**src/rtl/sram_program_loader.sv**
```systemverilog
// -----------------------------------------------------------------------------
// sram_program_loader
//
// Fills external SRAM with a program image before the SLC-3 CPU runs. Bytes
// arrive on a valid/ready stream, are packed big-endian into 16-bit words and
// written to sequential word addresses with active-low SRAM strobes. The CPU
// is held in reset for the whole load.
//
// Each word costs one SETUP cycle, WE_CYCLES cycles with WE low and one HOLD
// cycle after its second byte is accepted. The data bus is driven across all
// of them, so data is stable on both edges of WE.
//
// Parameters:
//   START_ADDR   word address of the first write of every load
//   WE_CYCLES    cycles WE is held low per write (1..15)
//
// Ports:
//   Clk           system clock, rising edge
//   Reset         synchronous, active-low reset
//   Load_Start    single-cycle pulse starting a load (ignored while Busy)
//   Word_Count    words to load, sampled with an accepted Load_Start
//   Byte_In       stream byte
//   Byte_Valid    Byte_In is valid
//   Byte_Ready    loader accepts a byte (GET_HI / GET_LO only)
//   CE,UB,LB,OE,WE  SRAM controls, active-low (OE is always high)
//   ADDR          SRAM address {4'b0000, word address}
//   Data_Out      write data toward the SRAM tristate buffer
//   Data_Drive    tristate enable, 1 = drive the data bus
//   Busy          load in progress
//   Done          last load completed (held until the next load or reset)
//   CPU_Hold      keeps the CPU in reset, identical to Busy
//   Loaded_Count  words written in the current or last load
// -----------------------------------------------------------------------------
module sram_program_loader #(
    parameter logic [15:0] START_ADDR = 16'h0000,
    parameter int          WE_CYCLES  = 2
) (
    input  logic        Clk,
    input  logic        Reset,
    input  logic        Load_Start,
    input  logic [15:0] Word_Count,
    input  logic [7:0]  Byte_In,
    input  logic        Byte_Valid,
    output logic        Byte_Ready,
    output logic        CE,
    output logic        UB,
    output logic        LB,
    output logic        OE,
    output logic        WE,
    output logic [19:0] ADDR,
    output logic [15:0] Data_Out,
    output logic        Data_Drive,
    output logic        Busy,
    output logic        Done,
    output logic        CPU_Hold,
    output logic [15:0] Loaded_Count
);

    typedef enum logic [2:0] {
        ST_IDLE,
        ST_GET_HI,
        ST_GET_LO,
        ST_SETUP,
        ST_WRITE,
        ST_HOLD,
        ST_DONE
    } state_t;

    // Last value of the WE-low cycle counter before leaving WRITE.
    localparam logic [3:0] WE_LAST = 4'(WE_CYCLES - 1);

    state_t      state_reg, state_next;
    logic [15:0] count_reg, count_next;     // latched Word_Count
    logic [15:0] addr_reg, addr_next;       // current word address
    logic [15:0] loaded_reg, loaded_next;   // words written so far
    logic [3:0]  we_cnt_reg, we_cnt_next;   // cycles spent in WRITE

    logic [15:0] loaded_inc;
    assign loaded_inc = loaded_reg + 16'd1;

    // -------------------------------------------------------------------------
    // State and datapath registers
    // -------------------------------------------------------------------------
    always_ff @(posedge Clk) begin
        if (!Reset) begin
            state_reg  <= ST_IDLE;
            count_reg  <= 16'd0;
            addr_reg   <= 16'd0;
            loaded_reg <= 16'd0;
            we_cnt_reg <= 4'd0;
        end else begin
            state_reg  <= state_next;
            count_reg  <= count_next;
            addr_reg   <= addr_next;
            loaded_reg <= loaded_next;
            we_cnt_reg <= we_cnt_next;
        end
    end

    // -------------------------------------------------------------------------
    // Byte lanes of the write word. Lane 1 (high byte) is captured in GET_HI,
    // lane 0 (low byte) in GET_LO; Byte_Ready is 1 in both, so a transfer there
    // is just Byte_Valid. The lanes hold their value through SETUP/WRITE/HOLD.
    // -------------------------------------------------------------------------
    genvar gi;
    generate
        for (gi = 0; gi < 2; gi++) begin : g_lane
            localparam state_t CAPTURE_STATE = (gi == 1) ? ST_GET_HI : ST_GET_LO;
            logic [7:0] lane_reg;

            always_ff @(posedge Clk) begin
                if (!Reset) begin
                    lane_reg <= 8'd0;
                end else if ((state_reg == CAPTURE_STATE) && Byte_Valid) begin
                    lane_reg <= Byte_In;
                end
            end
        end
    endgenerate

    assign Data_Out = {g_lane[1].lane_reg, g_lane[0].lane_reg};
    assign ADDR     = {4'b0000, addr_reg};
    assign OE       = 1'b1;
    assign Loaded_Count = loaded_reg;

    // -------------------------------------------------------------------------
    // Next-state and output decode
    // -------------------------------------------------------------------------
    always_comb begin
        state_next  = state_reg;
        count_next  = count_reg;
        addr_next   = addr_reg;
        loaded_next = loaded_reg;
        we_cnt_next = we_cnt_reg;

        Byte_Ready = 1'b0;
        CE         = 1'b1;
        UB         = 1'b1;
        LB         = 1'b1;
        WE         = 1'b1;
        Data_Drive = 1'b0;
        Busy       = 1'b0;
        Done       = 1'b0;
        CPU_Hold   = 1'b0;

        case (state_reg)
            ST_IDLE, ST_DONE: begin
                Done = (state_reg == ST_DONE);
                if (Load_Start) begin
                    loaded_next = 16'd0;
                    if (Word_Count == 16'd0) begin
                        // Empty image: finish immediately, no SRAM traffic.
                        state_next = ST_DONE;
                    end else begin
                        state_next = ST_GET_HI;
                        count_next = Word_Count;
                        addr_next  = START_ADDR;
                    end
                end
            end

            ST_GET_HI: begin
                Busy       = 1'b1;
                Byte_Ready = 1'b1;
                if (Byte_Valid) begin
                    state_next = ST_GET_LO;
                end
            end

            ST_GET_LO: begin
                Busy       = 1'b1;
                Byte_Ready = 1'b1;
                if (Byte_Valid) begin
                    state_next = ST_SETUP;
                end
            end

            ST_SETUP: begin
                // Address and data settle before WE falls.
                Busy        = 1'b1;
                CE          = 1'b0;
                UB          = 1'b0;
                LB          = 1'b0;
                Data_Drive  = 1'b1;
                we_cnt_next = 4'd0;
                state_next  = ST_WRITE;
            end

            ST_WRITE: begin
                Busy       = 1'b1;
                CE         = 1'b0;
                UB         = 1'b0;
                LB         = 1'b0;
                WE         = 1'b0;
                Data_Drive = 1'b1;
                if (we_cnt_reg == WE_LAST) begin
                    state_next = ST_HOLD;
                end else begin
                    we_cnt_next = we_cnt_reg + 4'd1;
                end
            end

            ST_HOLD: begin
                // WE has risen; keep chip selected and data driven for hold time.
                Busy        = 1'b1;
                CE          = 1'b0;
                UB          = 1'b0;
                LB          = 1'b0;
                Data_Drive  = 1'b1;
                loaded_next = loaded_inc;
                addr_next   = addr_reg + 16'd1;   // wraps 0xFFFF -> 0x0000
                if (loaded_inc == count_reg) begin
                    state_next = ST_DONE;
                end else begin
                    state_next = ST_GET_HI;
                end
            end

            default: begin
                state_next = ST_IDLE;
            end
        endcase

        CPU_Hold = Busy;
    end

endmodule

```
**config.mk**
```make
export PLATFORM = sky130hd
export DESIGN_NAME = sram_program_loader
export DESIGN_NICKNAME = d
export VERILOG_FILES = /design/src/rtl/sram_program_loader.sv
export SDC_FILE = /design/constraint.sdc
export NUM_CORES = 1
export LEC_CHECK = 0
export BUFFER_PORTS_ARGS = -buffer_cell sky130_fd_sc_hd__clkbuf_2
export CAP_MARGIN = 30
export CORE_ASPECT_RATIO = 0.7
export CORE_UTILIZATION = 58
export DETAILED_ROUTE_END_ITERATION = 12
export PLACE_DENSITY = 0.88
export SETUP_SLACK_MARGIN = 0.5
export SLEW_MARGIN = 15
export SYNTH_ARGS = -nofsm -noshare
export SYNTH_HDL_FRONTEND = slang
export SYNTH_SLANG_ARGS = --single-unit
```
**constraint.sdc**
```tcl
create_clock -name Clk -period 5.4 [get_ports Clk]
set_input_delay 0.27 -clock Clk [delete_from_list [all_inputs] [get_ports Clk]]
set_output_delay 0.27 -clock Clk [all_outputs]
set_load 0.05 [all_outputs]
```
Word level (Yosys, flattened, before mapping)

Cells that the tools add are included.

Add/sub/neg operators: 3
Equality and inequality tests: 14
Muxes and demuxes: 20
Bitwise logic cells: 1
Reductions and logical operators: 15

Operator list:

| operator              | number |
|---|---|
| $pmux 16 s2           | 2 |
| $mux 16               | 3 |
| $add 16x1->16 const B | 2 |
| $mux 3                | 6 |
| $pmux 3 s6            | 1 |
| $eq 16x16->1          | 1 |
| $logic_not 16->1      | 1 |
| $ne 2x2->1 const B    | 6 |
| $eq 3x3->1 const B    | 3 |
| $pmux 4 s2            | 1 |
| $eq 3x2->1 const B    | 2 |
| $mux 1                | 6 |
| $reduce_and 3->1      | 2 |
| $reduce_or 5->1       | 1 |
| $add 4x1->4 const B   | 1 |
| $eq 4x1->1 const B    | 1 |
| $mux 4                | 1 |
| $reduce_and 2->1      | 2 |
| $reduce_and 4->1      | 1 |
| $reduce_bool 2->1     | 2 |
| $reduce_or 2->1       | 2 |
| $eq 3x1->1 const B    | 1 |
| $logic_not 3->1       | 1 |
| $reduce_or 3->1       | 1 |
| other kinds (2)       | 3 |

Bits in registers: 71
Output and inout bits: 62
Word-level logic and storage cells: 60

Logic depth before layout (Yosys ltp)

Gate-level depths: netlist (run 1).

Depth after elaboration: 4
Depth in mapped cells: 9
Gate-level depth less buffers: 8

Least setup slack after synthesis (run 1)

OpenSTA, ideal clock, no wires.

Path type: register to output
From: register state_reg[1]
To: output port CPU_Hold
Arrival time: 2.760 ns
Required time: 5.130 ns
Setup slack: 2.370 ns
Cell stages (with the launch flop): 7
Buffers on the path: 2
Path through: dfxtp_1 buf_2 inv_1 ha_1 a21oi_1 nand2b_1 buf_4

Cells in the longest elaborated chain, start to end: 3
Elaborated cells on any way between the ends: 7
Classes of those cells: eq/ne (5); mux (1); reduce/logical (1)

Ends and longest elaborated chain:

| item                                     | RTL line | text |
|---|---|---|
| start: declaration                       | 72       | `state_t state_reg, state_next;` |
| start signal: assignment                 | 92       | `state_reg <= state_next;` |
| $eq 3x2->1, or another cell as far along | 146      | `case (state_reg)` |
| $reduce_or 5->1 (no line) *              | --       |  |
| $mux 1 *                                 | 146      |  |
| end: declaration                         | 55       | `output logic CPU_Hold,` |

Mark *: on every way between the ends. The rest lies on a longest branch, timed or not.

Worst setup path after layout (run 1)

From: register state_reg[1]
To: register addr_reg[9]

Cells in the longest elaborated chain, start to end: 4
Elaborated cells on any way between the ends: 9
Classes of those cells: eq/ne (4); mux (1); reduce/logical (4)

Ends and longest elaborated chain:

| item                                                      | RTL line | text |
|---|---|---|
| $eq 3x3->1 or $logic_not 3->1 (tied branches)             | 146      |  |
| $reduce_or 2->1                                           | 146      |  |
| $ne 2x2->1 (no line) or $reduce_bool 2->1 (tied branches) | --       |  |
| $reduce_and 3->1 (no line)                                | --       |  |
| end signal: assignment                                    | 94       | `addr_reg <= addr_next;` |
| end: declaration                                          | 74       | `logic [15:0] addr_reg, addr_next;` |

Parallel ways exist; a longest one is shown, timed or not.
A chain may end at the register's enable or synchronous reset.

==> results of run 1 <==
## layout make-up
cell class                      instances  share of cell area
Timing Repair Buffer                   87              0.1007
Sequential cell                        71              0.3205
Clock inverter                          6             0.02623
Inverter                                9            0.007616
Clock buffer                           10             0.02877
Tap cell                               78             0.02200
Multi-Input combinational cell        362              0.4942
## cells in the mapped netlist (11+ instances only)
library cell  number
a21oi_1           49
clkbuf_1          21
dfxtp_1           71
mux2i_1           17
nand2_1           39
nand3_1           26
nand4_1           12
nor2_1            61
nor4_1            11
o21ai_0           18
xnor2_1           24
xor2_1            13
## routing by layer
metal	vias up	share of wire	GRT usage	wire, µm
li1	1809	-	-	-
met3	18	0.099	0.09173	978
met4	0	0.013	0.05970	133
met2	216	0.44	0.4429	4316
met1	1735	0.45	0.4041	4453
met5	-	0	0	0
## per-stage QoR
step	hold slack (ns)	instance area, µm²
final	0.1615	4436
after floorplan	0.4172	3822
after CTS	0.1597	4424
after global placement	0.4595	4173
after detailed placement	0.4748	4180
after global routing	0.1667	4436
## report_power, final
part | leakage [µW] | switching [µW] | internal [µW] | total [µW]
registers | 0.000575 | 16.9 | 537 | 554
clock network | 0.000121 | 212 | 310 | 522
logic | 0.00109 | 112 | 51.3 | 163
total | 0.00179 | 341 | 899 | 1240
## cell families after synthesis
| logic type | Yosys count | share of synthesized area |
|---|---|---|
| adders and majority gates | 5 | 0.01641 |
| AOI/OAI and AO/OA | 94 | 0.1435 |
| and+or+nand+nor | 202 | 0.2748 |
| other | 2 | 0.001971 |
| buffers and inverters | 45 | 0.05482 |
| xor gates and xnor gates | 37 | 0.08503 |
| DFF | 71 | 0.3729 |
| muxes | 19 | 0.05056 |
## worst max-delay path by stage
stage | startpoint | to | slack, ns | cells after the start
after CTS | state_reg[1]$_SDFFE_PN0P_ | addr_reg[9]$_SDFFE_PN0P_ | 2.40 | 5
after global placement | Word_Count[15] | addr_reg[3]$_SDFFE_PN0P_ | 2.51 | 6
final | state_reg[1]$_SDFFE_PN0P_ | addr_reg[9]$_SDFFE_PN0P_ | 2.32 | 5
after detailed placement | Word_Count[15] | addr_reg[9]$_SDFFE_PN0P_ | 2.36 | 6
after floorplan | state_reg[1]$_SDFFE_PN0P_ | CPU_Hold | 2.37 | 6
after global routing | state_reg[1]$_SDFFE_PN0P_ | addr_reg[7]$_SDFFE_PN0P_ | 2.06 | 5
## tightest hold or removal path, stage by stage
cell and delay (ns):
clkbuf_2 0.09, nand3_1 0.06, a21oi_1 0.05
==> out/results.ini, run 1 <==
[timing]
rsz0062_at_grt=no
fin_skew_ns=0.006928
fmax_mhz=324.8
drv_slew=0
finalCritPeriodShare=0.5702
setup_viol=0
timing.final.ws_setup_ns=2.321
period_minus_slack_ns=3.079
tns_ns=0
maxSlewHeadroom=0.3502
hold_viol=0
tightest_slew_ns=0.9712

[die]
dieHeight_um=69.82
dieWidth_um=98.89
die_area_um2=6904
pin_count=90
core.rowCount=24
core_um2=6276
initial_core_util=0.6073

[clock_tree]
clk-insertion-delay-late_ns=0.35
h-tree-depth=3
cts_tree=built
clock_path_buffers=2
ctsHoldBuffers=0
path_clk_slew_ns=0.08
post_cts_buffers=0
clock_sinks=71
cts-resized-gates=0
cts_inserted_buffers=9
cts_root_buf=clkbuf_8

[power]
power.leakage_uw=0.001786
power.total_uw=1239
pwr_density_cell_nw_per_um2=279.4
peakVddDrop_mv=0.2090

[placed_design]
hpwl_um=6986
port_buffers=84
dp.cells=606
globalplace.congestion=0.9276
post-place-ws_ns=2.363

[synthesis]
syn_inst=475
async_flop_share=0
synth_edf_count=0
seq_area_frac_synth=0.3729
synth_flop_cell=dfxtp_1
synth_area_leaders=dfxtp_1 (37%), a21oi_1 (6.4%), nor2_1 (6.0%), xnor2_1 (5.5%), mux2i_1 (4.5%)
yosysWarnings=0
ys_ff_latch=71
yosysTopAreaCell=dfxtp_1
ys_types=53
syn-mean-instance-area_um2=8.023
netlist.area_leader.share=0.3729
syn_area_um2=3811

[worst_hold_path]
holdPathEnd=count_reg[6]$_SDFFE_PN0P_
whs_path_depth=3
min_from=Word_Count[6]
hp-class=primary input to flip-flop

[global_route]
grt_max_degree=48
track_usage=0.2907
grt_pass1_vias=3291
grt_overflow_total=0
antenna_found_initial=0
grt_pass1_wl_um=15900

[drt]
wl_per_cell_um=15.86
drt_pass1_iterations=6
ant_nets=0
viasPerCell=6.064
routed_wl_um=9882
vias=3778
dr.first_iter.drc_count=441
route.detailed.drc=0

[critical_path]
cp.arrival_ns=3.30
startpoint_type=flip-flop
timing.critical_path.buf_inv=0
max_stage_delay_ns=0.82
r2r_start=state_reg[1]$_SDFFE_PN0P_
critPathCaptureType=flip-flop
rr_worst_depth=5
critical_path.slowest_cell=nor4_4
crit_path_frequent_cell=nand2_1
critPathTopFamily=simple AND/OR/NAND/NOR gates
critPathMaxFanout=18
cp.required_ns=5.62
reg2reg_slack_ns=2.32
rr_endpoint=addr_reg[9]$_SDFFE_PN0P_
crit_type=flip-flop to flip-flop
crit_chain=nor2b_1, nor4_4, nand2_1, nand2_1, nor2_1

[layout]
multi_input_area_um2=2192
drive_gt1_frac=0.2037
final_nets=573
utilization=0.7067
seq_area_um2=1421
instances_no_fill=623
final_common_cell=clkbuf_2
fillerInstances=483
antenna_cells=0
synthToLayoutAreaGrowth_pct=16.38
layout_common_cells=clkbuf_2 (84), dfxtp_1 (71), nor2_1 (61)

[job]
maxCapViolCount=0

[outcome]
outcome=complete, no violations

Power figures use the tool's default switching activity.
==> inputs of run 2 (changes only) <==
--- a/config.mk
+++ b/config.mk
@@ -8,9 +8,9 @@
 export BUFFER_PORTS_ARGS = -buffer_cell sky130_fd_sc_hd__clkbuf_2
 export CAP_MARGIN = 30
 export CORE_ASPECT_RATIO = 0.7
-export CORE_UTILIZATION = 58
+export CORE_UTILIZATION = 54
 export DETAILED_ROUTE_END_ITERATION = 12
-export PLACE_DENSITY = 0.88
+export PLACE_DENSITY = 0.83
 export SETUP_SLACK_MARGIN = 0.5
 export SLEW_MARGIN = 15
 export SYNTH_ARGS = -nofsm -noshare
==> constraint.sdc (replaced) <==
create_clock -name Clk -period 2.9 [get_ports Clk]
set_input_delay 0.145 -clock Clk [delete_from_list [all_inputs] [get_ports Clk]]
set_output_delay 0.145 -clock Clk [all_outputs]
set_load 0.05 [all_outputs]
==> run 2 against run 1 <==
Cell count rose by 3.5%. Power grew 87%. Utilization shrank 4.1 points. Via count increased by 0.21%. Sequential share of layout area decreased by 0.49 points. Sequential power rose by 86%. Maximum frequency is 36% higher. Wire length rose by 0.53%. Die area is 7.2% higher. Clock-buffer cell count stayed put. Largest cell class unchanged. Highest routed layer unchanged.
==> out/results.ini, run 2 (synthesis results as in run 1) <==
[global_route]
grt_overflow_total=0
grt_pass1_vias=3447
track_usage=0.2835
grt_pass1_wl_um=16230
antenna_found_initial=0
grt_max_degree=43

[critical_path]
crit_type=flip-flop to flip-flop
critical_path.slowest_cell=dfxtp_1
cp.arrival_ns=2.53
critPathLaunch=Loaded_Count[4]$_SDFFE_PN0P_
reg2reg_slack_ns=0.63
rr_worst_depth=6
r2r_start=Loaded_Count[4]$_SDFFE_PN0P_
critPathMaxFanout=13
max_stage_delay_ns=0.59
cp_num_cells=6
timing.critical_path.buf_inv=0
startpoint_type=flip-flop
worstSetupEndpoint=state_reg[2]$_SDFFE_PN0P_
cp.required_ns=3.17
critPathCaptureType=flip-flop
rr_endpoint=state_reg[2]$_SDFFE_PN0P_
critPathTopFamily=simple AND/OR/NAND/NOR gates
crit_path_frequent_cell=nand4_1
crit_chain=and3_2, xnor2_1, nand4_1, a2111oi_2, nand4_1, a211oi_1

[clock_tree]
clock_sinks=71
path_clk_slew_ns=0.08
cts_tree=built
cts_root_buf=clkbuf_8
clk-insertion-delay-late_ns=0.36
ctsHoldBuffers=0
cts_inserted_buffers=9
clock_path_buffers=2
cts-resized-gates=0
h-tree-depth=3
post_cts_buffers=0

[layout]
drive_gt1_frac=0.2269
final_cell_area_um2=4517
fillerInstances=589
multi_input_area_um2=2208
layout_common_cells=clkbuf_2 (84), dfxtp_1 (68), nor2_1 (61)
instances_no_fill=645
synthToLayoutAreaGrowth_pct=18.52
final_common_cell=clkbuf_2
final_nets=579
seq_area_um2=1425
antenna_cells=0

[worst_hold_path]
hp-class=primary input to flip-flop

[power]
combPwrFrac=0.134
power.leakage_uw=0.001814
peakVddDrop_mv=0.3670
netSwitchingFraction=0.2749
clock_power_share=0.422
power_frac_seq=0.444
pwr_density_cell_nw_per_um2=513.2
internal_power_uw=1681
switchingPower_uw=637.2

[job]
maxCapViolCount=0

[die]
die_area_um2=7403
core.rowCount=25
core_um2=6788
dieHeight_um=72.29
dieWidth_um=102.4
pin_count=90
initial_core_util=0.5615

[timing]
finalCritPeriodShare=0.7812
maxSlewHeadroom=0.5245
fmax_mhz=441.4
setup_viol=0
tightest_slew_ns=0.7133
period_minus_slack_ns=2.265
rsz0062_at_grt=no
drv_slew=0
hold_viol=0
fin_skew_ns=0.01005
tns_ns=0

[placed_design]
post_dp_cell_area_um2=4263
port_buffers=84
hpwl_um=7201
dp.cells=629
globalplace.congestion=0.9304

[outcome]
outcome=complete, no violations

[drt]
route.detailed.drc=0
wl_per_cell_um=15.40
routed_wl_um=9934
viasPerCell=5.870
ant_nets=0
drt_pass1_iterations=6
dr.first_iter.drc_count=275
vias=3786

==> run 2: worst min-delay path by stage <==
| stage | from | end | slack, ns | cells after the start |
|---|---|---|---|---|
| final | Word_Count[10] | count_reg[10]$_SDFFE_PN0P_ | 0.03 | 3 |
| after global routing | Word_Count[0] | count_reg[0]$_SDFFE_PN0P_ | 0.04 | 3 |
| after CTS | Word_Count[10] | count_reg[10]$_SDFFE_PN0P_ | 0.03 | 3 |
| after detailed placement | Word_Count[10] | count_reg[10]$_SDFFE_PN0P_ | 0.40 | 3 |
| after global placement | Word_Count[5] | count_reg[5]$_SDFFE_PN0P_ | 0.39 | 3 |
| after floorplan | Byte_In[0] | g_lane[1].lane_reg[0]$_SDFFE_PN0P_ | 0.29 | 2 |
==> run 2: layer usage <==
layer,part of all wire,GRT usage,wire [µm]
met1,0.44,0.3840,4378
met2,0.44,0.4340,4402
met3,0.096,0.07514,957
met4,0.020,0.1063,197
met5,0,0,0
==> run 2: layout make-up <==
type / count / area share
inverter: 9 / 0.007479
tap: 94 / 0.02604
multi-input combinational: 362 / 0.4889
clock inverter: 6 / 0.02576
timing repair buffer: 93 / 0.1080
clock buffer: 10 / 0.02825
sequential: 71 / 0.3155
==> run 2: tightest hold or removal path, stage by stage <==
cell and delay [ns]:
clkbuf_2 0.09, nand3_1 0.05, a21oi_1 0.05
==> run 2: stage by stage <==
step | power (µW) | worst slack [ns] | hold slack, ns | util
floorplan | 1280 | 0.4945 | 0.2922 | -
global placement | 1350 | 0.7550 | 0.3925 | 0.6280
detailed placement | 1358 | 0.6022 | 0.4006 | 0.6280
CTS | 2317 | 0.5459 | 0.02573 | 0.6640
global route | 2397 | 0.5184 | 0.03634 | 0.6654
finish | 2318 | 0.6345 | 0.02731 | 0.6654
==> run 2: power groups by stage <==
stage | sequential (µW) | clock, µW | combinational (µW)
5_1_grt | 1030 | 1020 | 341
4_1_cts | 1030 | 981 | 308
3_3_place_gp | 1050 | 0 | 301
2_1_floorplan | 1060 | 0 | 218
6_report | 1030 | 978 | 311
3_5_place_dp | 1050 | 0 | 307
==> inputs of run 3 (changes only) <==
==> constraint.sdc (replaced) <==
create_clock -name Clk -period 2.1 [get_ports Clk]
set_input_delay 0.105 -clock Clk [delete_from_list [all_inputs] [get_ports Clk]]
set_output_delay 0.105 -clock Clk [all_outputs]
set_load 0.05 [all_outputs]
==> run 3 against run 2 <==
Die area did not move. Power rose by 40%. Via count rose by 11%. Clock power rose by 20%. Largest cell class unchanged. Critical endpoint unchanged. Non-clock buffer count rose by 58. Hold slack got worse by 0.014 ns.
==> out/results.ini, run 3 (synthesis results as in run 1) <==
[power]
clock_power_share=0.359
internal_power_uw=2255
netSwitchingFraction=0.3067
power.leakage_uw=0.002222
pwr_density_cell_nw_per_um2=589.5
power_frac_seq=0.435
combPwrFrac=0.207
peakVddDrop_mv=0.5923
switchingPower_uw=997.6

[clock_tree]
clock_path_buffers=2
path_clk_slew_ns=0.09
clk-insertion-delay-late_ns=0.38
cts_tree=built
cts_inserted_buffers=9
clock_sinks=71
cts_root_buf=clkbuf_8
h-tree-depth=3

[die]
core.rowCount=25
die_area_um2=7403
initial_core_util=0.5615
pin_count=90
core_um2=6788
dieWidth_um=102.4
dieHeight_um=72.29

[global_route]
grt_max_degree=39
grt_pass1_vias=3801
track_usage=0.3519
grt_overflow_total=0
grt_pass1_wl_um=19430
antenna_found_initial=0

[critical_path]
critPathMaxFanout=8
crit_type=flip-flop to flip-flop
startpoint_type=flip-flop
critPathCaptureType=flip-flop
cp.arrival_ns=2.22
cp.required_ns=2.39

[placed_design]
globalplace.congestion=0.9698
port_buffers=84
post-place-ws_ns=0.1214
hpwl_um=7762
dp.cells=640

[layout]
final_nets=637
instances_no_fill=703
antenna_cells=0
layout_common_cells=clkbuf_2 (75), nor2_1 (58), dfxtp_1 (47)
drive_gt1_frac=0.3777
final_common_cell=clkbuf_2
synthToLayoutAreaGrowth_pct=44.78
fillerInstances=423

[timing]
maxSlewHeadroom=0.6363
drv_slew=0
setup_viol=0
tns_ns=0
timing.final.ws_setup_ns=0.1764
tightest_slew_ns=0.5449
fin_skew_ns=0.01694
period_minus_slack_ns=1.924
finalCritPeriodShare=0.9160
hold_viol=0
rsz0062_at_grt=yes
fmax_mhz=519.9

[drt]
ant_nets=0
dr.first_iter.drc_count=324
routed_wl_um=12510
drt_pass1_iterations=7
route.detailed.drc=0
wl_per_cell_um=17.80
vias=4215
viasPerCell=5.996

[job]
maxCapViolCount=0

[outcome]
outcome=complete, no violations

[worst_hold_path]
hp-class=primary input to flip-flop

[run 3: cell count changes in the layout (fill, tap and decap cells not counted), sizes merged]
cell	before	now
clkinvlp	0	2
bufbuf	0	1
buf	9	47
dlygate4sd3	0	20
clkbuf	94	93
bufinv	3	1
[run 3: critical path, stage by stage, from the launching register on]
cell	delay [ns]
dfxtp_4	0.40
ha_4	0.19
nand4_1	0.15
nor3_2	0.23
buf_4	0.16
and3_4	0.21
xnor2_2	0.12
nand4_1	0.17
a211oi_2	0.21
[run 3: cell type report]
| class | count | area, µm² | share of cell area |
|---|---|---|---|
| clock buffer | 10 | 137.6 | 0.02494 |
| multi-input combinational | 362 | 2519 | 0.4565 |
| inverter | 9 | 40.04 | 0.007256 |
| clock inverter | 6 | 66.31 | 0.01202 |
| tap | 94 | 117.6 | 0.02132 |
| timing repair buffer | 151 | 1164 | 0.2109 |
| sequential | 71 | 1474 | 0.2671 |
[run 3: power by group through the flow]
stage / registers (µW) / clock network [µW] / logic (µW)
floorplan: 1460 / 0 / 335
finish: 1410 / 1170 / 673
global placement: 1440 / 0 / 479
detailed placement: 1440 / 0 / 482
global route: 1420 / 1230 / 708
CTS: 1410 / 1170 / 612
[run 3: what timing repair did]
item,in CTS,in global routing
endpoints found under the setup margin,70,64
gates resized for setup,43,25
hold endpoints to repair,21,0
hold buffers,20,0
gates cloned,2,0
pin swaps,13,8
buffers inserted,20,5
[run 3: per-stage QoR]
step,area (µm²),hold WS [ns],util,total power (µW)
floorplan,4133,0.2522,-,1795
global placement,4604,0.3571,0.6783,1923
detailed placement,4604,0.3654,0.6783,1926
CTS,5391,0.001521,0.7943,3191
global route,5518,0.02959,0.8129,3355
finish,5518,0.01336,0.8129,3253
[run 3: path summary, 6_finish.rpt]
check	from	endpoint	slack, ns	depth (start not counted)
worst max-delay path	Loaded_Count[1]$_SDFFE_PN0P_	state_reg[2]$_SDFFE_PN0P_	0.18	8
worst min-delay path	Byte_In[0]	g_lane[0].lane_reg[0]$_SDFFE_PN0P_	0.01	3
worst max register to register	Loaded_Count[1]$_SDFFE_PN0P_	state_reg[2]$_SDFFE_PN0P_	0.18	8
worst min register to register	count_reg[12]$_SDFFE_PN0P_	count_reg[12]$_SDFFE_PN0P_	0.49	2
[run 3: per-layer routing]
metal  vias to the layer above  track usage  part of all wire
li1                       1948            -                 -
met1                      1976       0.4842              0.43
met2                       255       0.5280              0.43
met3                        36      0.09538              0.11
met4                         0       0.1333             0.023
met5                         -            0                 0
